**src/rtl/net_resolver_pkg.sv**
```systemverilog
// Shared types for the net resolver: resolution kinds and the driver-count limit.
package net_resolver_pkg;

  typedef enum logic [1:0] {
    MODE_WOR  = 2'd0,
    MODE_WAND = 2'd1,
    MODE_TRI  = 2'd2
  } mode_e;

  localparam int MAX_DRIVERS = 16;

  function automatic logic mode_ok(mode_e m);
    return (m == MODE_WOR) || (m == MODE_WAND) || (m == MODE_TRI);
  endfunction

endpackage

```
**src/rtl/net_resolve_lane.sv**
```systemverilog
// Resolves a single bit position across all drivers; purely combinational.
module net_resolve_lane
  import net_resolver_pkg::*;
#(
  parameter int    DRIVERS = 3,
  parameter mode_e MODE    = MODE_WOR
) (
  input  logic [DRIVERS-1:0] bits_i,
  input  logic [DRIVERS-1:0] en_i,
  input  logic               prev_i,
  output logic               value_o,
  output logic               float_o,
  output logic               contended_o
);

  logic any1;
  logic any0;
  logic tri_val;

  assign any1        = |(bits_i & en_i);
  assign any0        = |(~bits_i & en_i);
  assign float_o     = ~|en_i;
  assign contended_o = (MODE == MODE_TRI) && any1 && any0;

  // A floating or fought-over tri-state bit keeps whatever the net last held.
  assign tri_val = (float_o || contended_o) ? prev_i : any1;

  assign value_o = (MODE == MODE_WAND) ? ~any0   :
                   (MODE == MODE_TRI)  ? tri_val : any1;

endmodule

```
**src/rtl/net_resolver.sv**
```systemverilog
// Resolves DRIVERS packed driver values into one net value, registered once
// behind a valid/ready output stage, with a saturating contention counter.
module net_resolver
  import net_resolver_pkg::*;
#(
  parameter int    WIDTH   = 1,
  parameter int    DRIVERS = 3,
  parameter mode_e MODE    = MODE_WOR,
  parameter int    CNT_W   = 8
) (
  input  logic                       clk,
  input  logic                       rst,
  input  logic                       in_valid,
  output logic                       in_ready,
  input  logic [DRIVERS*WIDTH-1:0]   drv_data,
  input  logic [DRIVERS-1:0]         drv_en,
  output logic                       out_valid,
  input  logic                       out_ready,
  output logic [WIDTH-1:0]           out_data,
  output logic                       out_float,
  output logic                       out_conflict,
  output logic [CNT_W-1:0]           conflict_cnt,
  input  logic                       cnt_clear
);

  localparam logic [WIDTH-1:0] DATA_RST = (MODE == MODE_WAND) ? '1 : '0;
  localparam logic [CNT_W-1:0] CNT_MAX  = '1;

  if (DRIVERS < 1 || DRIVERS > MAX_DRIVERS || !mode_ok(MODE)) begin : g_bad_param
    $error("net_resolver: unsupported MODE or DRIVERS out of range 1..16");
  end

  logic             out_valid_q, out_valid_d;
  logic [WIDTH-1:0] out_data_q, out_data_d;
  logic             out_float_q, out_float_d;
  logic             out_conflict_q, out_conflict_d;
  logic [CNT_W-1:0] cnt_q, cnt_d;

  logic [WIDTH-1:0] lane_val;
  logic [WIDTH-1:0] lane_float;
  logic [WIDTH-1:0] lane_cont;
  logic             xfer;
  logic             contended;

  assign in_ready  = !out_valid_q || out_ready;
  assign xfer      = in_valid && in_ready;
  assign contended = |lane_cont;

  for (genvar b = 0; b < WIDTH; b++) begin : g_lane
    logic [DRIVERS-1:0] bits;
    for (genvar k = 0; k < DRIVERS; k++) begin : g_tap
      assign bits[k] = drv_data[k*WIDTH + b];
    end
    net_resolve_lane #(
      .DRIVERS (DRIVERS),
      .MODE    (MODE)
    ) u_lane (
      .bits_i      (bits),
      .en_i        (drv_en),
      .prev_i      (out_data_q[b]),
      .value_o     (lane_val[b]),
      .float_o     (lane_float[b]),
      .contended_o (lane_cont[b])
    );
  end

  always_comb begin
    out_valid_d    = out_valid_q;
    out_data_d     = out_data_q;
    out_float_d    = out_float_q;
    out_conflict_d = out_conflict_q;
    if (xfer) begin
      out_valid_d    = 1'b1;
      out_data_d     = lane_val;
      out_float_d    = &lane_float;
      out_conflict_d = contended;
    end else if (out_ready) begin
      out_valid_d = 1'b0;
    end
  end

  // Clear wins over a same-cycle increment.
  always_comb begin
    cnt_d = cnt_q;
    if (cnt_clear) begin
      cnt_d = '0;
    end else if (xfer && contended && cnt_q != CNT_MAX) begin
      cnt_d = cnt_q + CNT_W'(1);
    end
  end

  always_ff @(posedge clk) begin
    if (rst) begin
      out_valid_q    <= 1'b0;
      out_data_q     <= DATA_RST;
      out_float_q    <= 1'b0;
      out_conflict_q <= 1'b0;
      cnt_q          <= '0;
    end else begin
      out_valid_q    <= out_valid_d;
      out_data_q     <= out_data_d;
      out_float_q    <= out_float_d;
      out_conflict_q <= out_conflict_d;
      cnt_q          <= cnt_d;
    end
  end

  assign out_valid    = out_valid_q;
  assign out_data     = out_data_q;
  assign out_float    = out_float_q;
  assign out_conflict = out_conflict_q;
  assign conflict_cnt = cnt_q;

endmodule

```
**config.mk**
```make
export PLATFORM = sky130hd
export DESIGN_NAME = net_resolver
export DESIGN_NICKNAME = d
export VERILOG_FILES = /design/src/rtl/net_resolver_pkg.sv /design/src/rtl/net_resolve_lane.sv /design/src/rtl/net_resolver.sv
export SDC_FILE = /design/constraint.sdc
export NUM_CORES = 1
export LEC_CHECK = 0
export BUFFER_PORTS_ARGS = -buffer_cell sky130_fd_sc_hd__buf_4
export CELL_PAD_IN_SITES_DETAIL_PLACEMENT = 1
export CELL_PAD_IN_SITES_GLOBAL_PLACEMENT = 1
export CORE_AREA = 2 2 39 41
export CTS_CLUSTER_SIZE = 28
export DETAILED_ROUTE_END_ITERATION = 6
export DIE_AREA = 0 0 41 43
export GPL_ROUTABILITY_DRIVEN = 0
export PLACE_DENSITY = 0.7
export SLEW_MARGIN = 30
export SYNTH_ARGS = -nofsm -noshare
export SYNTH_HDL_FRONTEND = slang
export SYNTH_SLANG_ARGS = --single-unit
```
**constraint.sdc**
```tcl
create_clock -name clk -period 0.9 [get_ports clk]
set_clock_uncertainty 0.15 [all_clocks]
set_input_delay 0.045 -clock clk [delete_from_list [all_inputs] [get_ports clk]]
set_output_delay 0.045 -clock clk [all_outputs]
set_load 0.01 [all_outputs]
```
==> results of run 1 <==
[critical path: cells and delay by family, from the launching register on]
kind | cells | cell delay (ps)
buffers and inverters | 1 | 130
AND/OR/NAND/NOR | 1 | 80
flip-flops | 1 | 340
[through the flow]
stage | instances | hold slack, ps
global placement | 51 | 65.4
detailed placement | 51 | 67.3
floorplan | 31 | -45.6
CTS | 57 | -120
global route | 58 | -97.5
finish | 58 | -105
[state kept, by name, indices dropped and copies added (netlist names)]
register,count
out_data,1
out_float,1
out_valid,1
[per-layer routing]
layer | track usage | up-vias | share of wire
li1 | - | 99 | -
met1 | 0.0573 | 90 | 0.32
met2 | 0.109 | 10 | 0.57
met3 | 0.0366 | 0 | 0.11
met4 | 0.0600 | 0 | 0
met5 | 0 | - | 0
[Yosys cell counts]
library cell	number
nand2b_4	1
a21oi_1	2
inv_1	1
conb_1	1
dfxtp_1	3
nand3_1	1
nor3_1	1
a222oi_1	1
a21bo_1	1
buf_4	9
a21oi_2	1
a311oi_1	1
[logic make-up (layout without fill, tap and decap cells)]
logic type | after synthesis | count (layout)
AOI/OAI and AO/OA | 6 | 6
buffers and inverters | 10 | 21
DFF | 3 | 3
other | 1 | 9
and+or+nand+nor | 3 | 3
[cell type report]
class | instances | area share
Timing Repair Buffer | 16 | 0.368
Sequential cell | 3 | 0.181
Multi-Input combinational cell | 18 | 0.312
Clock buffer | 4 | 0.0729
Inverter | 1 | 0.0104
Tap cell | 16 | 0.0556
[worst max-delay path by stage]
stage                         start        end  slack (ps)  depth (start not counted)
final                     out_valid   in_ready         -80                          2
after global routing      out_valid   out_data        -130                          3
after CTS                 out_valid   in_ready         -90                          2
after detailed placement  out_valid  out_float         -30                          3
after global placement    out_valid  out_float         -20                          3
after floorplan           out_valid  out_float         -10                          3
[what timing repair did]
| item | in CTS | in global routing |
|---|---|---|
| resized for setup | 3 | 2 |
| pin swaps | 1 | 1 |
| hold endpoints to repair | 3 | 2 |
| endpoints found under the setup margin | 5 | 5 |
| buffers inserted | 0 | 1 |
[power by group]
part	internal (mW)	switching, mW	total (mW)
Sequential	0.142	0.00638	0.148
Combinational	0.0619	0.0504	0.112
Clock	0.166	0.0734	0.240
Total	0.370	0.130	0.500
==> run summary, run 1 <==
Outcome -> finished with violations
Failing checks -> negative hold slack, negative setup slack
Total gr overflow -> 0
FMAX -> 1020 MHz
Htree depth -> 1
Area of the multi-input gates -> 113 um2
Register area share after synthesis -> 0.291
Global Route Usage Sum -> 0.0691
Vias in the first global route -> 202
Clk_lat worst skew -> 230 ps
RSZ-0062 raised after global routing -> yes
Largest net degree at the start of global routing -> 7
Worst r2r dst -> out_float
Ys Warns -> 0
Routed Antenna Nets -> 0
Critical path's slowest cell -> dfxtp_4
Post-synthesis cell area -> 206 um2
Synth Area in Compound Gates -> 0.230
Mux contribution to synthesized area -> 0
Post-Synthesis Cells -> 23
Min setup slack post-route -> -75.6 ps
Main combinational cell family by area after synthesis -> buffers and inverters
Nets -> 54
I/O Buffers -> 13
Antenna Diode Count -> 0
PwrDens -> 1390 mW/mm2
Min-Delay Endpoint -> out_data
TritonCTS clock tree -> yes
Hold depth -> 2
Avg WL per Cell -> 9.31 um
Die X -> 41 um
Finish-stage setup viols -> 4
Final setup TNS -> -205 ps
Vias -> 199
Top cell type's share of synthesized area -> 0.327
Critical path's largest stage delay -> 340 ps
Tcrit/Tclk final -> 1.08
Worst setup EP type -> output pin
First-pass GRT wire length -> 752 um
Die Area -> 0.00176 mm2
Area leader, netlist -> buf_4
Post-Route Utilization -> 0.260
Crit Path Max Fanout -> 6
Initial DRT Pass Iterations -> 4
DRC viols -> 0
Reg-to-Reg Start -> out_valid
Count of final max-slew check failures -> 0
Simple-gate share of the synthesized area -> 0.115
Critical Path AT -> 780 ps
Clock Tree Buf Depth -> 2
WHS -> -105 ps
Clock slew at reported path FFs -> 40 ps
Clock root cell -> clkbuf_4
Fin area -> 360 um2
FF/Latch Area -> 65.1 um2
Starting Density -> 0.149
Worst IR Drop VDD -> 0.000326 V
Cells on worst reg2reg path -> 3
CP required -> 700 ps
Detailed Route Iter0 Violations -> 1
Clock sinks -> 3
Synth top area cells -> buf_4, dfxtp_1, nand2b_4, a21bo_1, a21oi_1
Fin crit period -> 976 ps
Filler instances -> 174
Placed Area -> 290 um2
Post-Place Worst Slack -> -30.6 ps
Vias per cell -> 3.43
Post-synthesis cell type count -> 12
Lkg Pwr -> 0.174 nW
Hold/Removal Path Class -> in2reg
Die height -> 43 um
Kind of critical path -> reg2out
I/O pin cnt -> 24
Final Hold Viols -> 2
Share of layout cells above drive strength 1 -> 0.548
Startpoint Class -> flop
Worst hold path startpoint -> in_valid
CTS buffer count -> 3
Mean area per synthesized cell -> 8.98 um2
Commonest cells after routing, fill and taps aside -> buf_4, conb_1, a21oi_2, clkbuf_4
Row count -> 14
Hold Buf Count CTS -> 2
Antenna violations before repair -> 0
Layout area overhead -> 74.5%
Drt total wl -> 540 um
Crit path cell chain -> nand2b_4 -> buf_6
MaxCap Viol Count -> 0
Power consumption -> 500 uW
Core area -> 0.00138 mm2
Synthesized-area fraction occupied by adder cells -> 0
Post-synthesis xor/xnor area fraction -> 0
R2r setup slk -> -60 ps
Most common cell after layout, fill and taps aside -> buf_4
Synth Register Bits -> 3
(Power assumes the default switching activity.)
==> run 2: changes to the inputs <==
SKIP_LAST_GASP = 1   (was not set)
clock period = 0.8 ns   (was 0.9 ns; I/O delays follow)
==> run 2 against run 1 <==
The run still ends with negative hold slack, negative setup slack left. First-iteration DRC count rose to 5.0 times the previous value. Die area did not move. Critical endpoint unchanged. Clock-buffer cell count is the same. Core utilization is 0.27 points lower. Register-to-register slack got worse by 100 ps. Sequential power increased by 13%. Clock power increased by 15%. Setup slack worse by 110 ps. Critical path depth did not move. Total power is 13% higher. Via count grew 3.5%.
==> run summary, run 2 (same netlist as run 1, synthesis figures left out) <==
Outcome -> finished with violations (unchanged)
Failing checks -> negative hold slack, negative setup slack (unchanged)
Core area -> 0.00138 mm2 (unchanged)
Global Route Usage Sum -> 0.0722 (was 0.0691)
Clock Tree Buf Depth -> 2 (unchanged)
Lkg Pwr -> 0.173 nW (was 0.174 nW)
PwrDens -> 1580 mW/mm2 (was 1390 mW/mm2)
Initial DRT Pass Iterations -> 4 (unchanged)
Critical Path AT -> 790 ps (was 780 ps)
RSZ-0062 raised after global routing -> yes (unchanged)
Worst IR Drop VDD -> 0.000455 V (was 0.000326 V)
Most common cell after layout, fill and taps aside -> buf_4 (unchanged)
Post-Place Worst Slack -> -148 ps (was -30.6 ps)
Die X -> 41 um (unchanged)
I/O pin cnt -> 24 (unchanged)
Min setup slack post-route -> -184 ps (was -75.6 ps)
Clock sinks -> 3 (unchanged)
Final Hold Viols -> 3 (was 2)
Share of layout cells above drive strength 1 -> 0.610 (was 0.548)
Routed Antenna Nets -> 0 (unchanged)
Hold depth -> 2 (unchanged)
Vias -> 206 (was 199)
Finish-stage setup viols -> 7 (was 4)
I/O Buffers -> 13 (unchanged)
CTS buffer count -> 3 (unchanged)
Worst setup EP type -> output pin (unchanged)
Die Area -> 0.00176 mm2 (unchanged)
Crit Path Max Fanout -> 6 (unchanged)
Antenna Diode Count -> 0 (unchanged)
Count of final max-slew check failures -> 0 (unchanged)
Fin crit period -> 984 ps
Startpoint Class -> flop (unchanged)
WHS -> -176 ps (was -105 ps)
CP required -> 610 ps (was 700 ps)
DRC viols -> 0 (unchanged)
GR peak layer -> met2 (unchanged)
Crit path cell chain -> nand2b_4 -> buf_6 (unchanged)
Clk_lat worst skew -> 240 ps (was 230 ps)
Starting Density -> 0.149 (unchanged)
Commonest cells after routing, fill and taps aside -> buf_4, conb_1, buf_6, a21oi_2, clkbuf_4 (was buf_4, conb_1, a21oi_2, clkbuf_4)
FMAX -> 1020 MHz
Routing usage on met2 -> 0.113 (was 0.109)
Hold/Removal Path Class -> in2reg (unchanged)
MaxCap Viol Count -> 0 (unchanged)
Kind of cell adding the most delay to the critical path -> flip-flops (unchanged)
GRT met3 Usage -> 0.0471 (was 0.0366)
Worst Path Buf+Inv -> 1 (unchanged)
Htree depth -> 1 (unchanged)
Critical path's slowest cell -> dfxtp_4 (unchanged)
GRT met1 Usage -> 0.0577 (was 0.0573)
Drt total wl -> 518 um (was 540 um)
Kind of critical path -> reg2out (unchanged)
Tcrit/Tclk final -> 1.23
Layout area overhead -> 72.7% (was 74.5%)
Critical path's largest stage delay -> 350 ps (was 340 ps)
WP depth -> 2 (unchanged)
Clock root cell -> clkbuf_4 (unchanged)
Antenna violations before repair -> 0 (unchanged)
Die height -> 43 um (unchanged)
Largest net degree at the start of global routing -> 7 (unchanged)
Vias per cell -> 3.61 (was 3.43)
Nets -> 53 (was 54)
Vias in the first global route -> 201 (was 202)
Row count -> 14 (unchanged)
Total gr overflow -> 0 (unchanged)
First-pass GRT wire length -> 800 um (was 752 um)
Clock slew at reported path FFs -> 40 ps (about the same)
Cells on worst reg2reg path -> 3 (unchanged)
TritonCTS clock tree -> yes (unchanged)
Detailed Route Iter0 Violations -> 5 (was 1)
Avg WL per Cell -> 9.09 um (was 9.31 um)
[run 2: cell types whose count changed in the layout (fill, tap and decap cells not counted)]
cell | previous run | this run
buf_6 | 2 | 4
dfxtp_1 | 1 | 0
buf_4 | 12 | 11
dfxtp_2 | 1 | 2
dlygate4sd3_1 | 2 | 0
[run 2: final timing paths]
check                           slack, ps   endpoint  startpoint
worst min register to register        350   out_data    out_data
worst min-delay path                 -180  out_valid         rst
worst max-delay path                 -180   in_ready   out_valid
worst max register to register       -160   out_data   out_valid
[run 2: metal layers]
| layer | vias to the layer above | share of wire |
|---|---|---|
| met5 | - | 0 |
| met4 | 0 | 0 |
| met2 | 12 | 0.53 |
| li1 | 98 | - |
| met3 | 0 | 0.11 |
| met1 | 96 | 0.35 |
[run 2: power breakdown]
part / total (mW) / internal (mW) / switching, mW
Combinational: 0.121 / 0.0660 / 0.0548
Sequential: 0.167 / 0.159 / 0.00767
Clock: 0.275 / 0.188 / 0.0873
[run 2: worst register-to-register path, delay by kind of cell, from the launching register on]
kind	cells	cell delay, ps
and+or+nand+nor	1	100
AOI/OAI and AO/OA	2	260
DFF	1	340
[run 2: final cells by class]
class,instances,area (um2)
inverters,1,3.75
multi-input cells,18,113
repair buffers,15,128
flip-flops and latches,3,66.3
fillers,175,1030
well taps,16,20.0
clock buffers,4,26.3
[run 2: what timing repair did]
action | in CTS | in global routing
pin swaps | 1 | 1
buffers inserted | 0 | 1
endpoints found under the setup margin | 6 | 7
resized for setup | 7 | 1
hold endpoints to repair | 3 | 3
[run 2: stage by stage]
stage                     TNS (ps)  utilization  cells  cell area (um2)  power, mW
after floorplan               -214            -     31              240      0.246
after global placement        -209        0.215     52              298      0.274
after detailed placement      -250        0.215     52              298      0.275
after CTS                     -896        0.250     56              345      0.571
after global routing         -1150        0.258     57              357      0.595
final                         -908        0.258     57              357      0.563
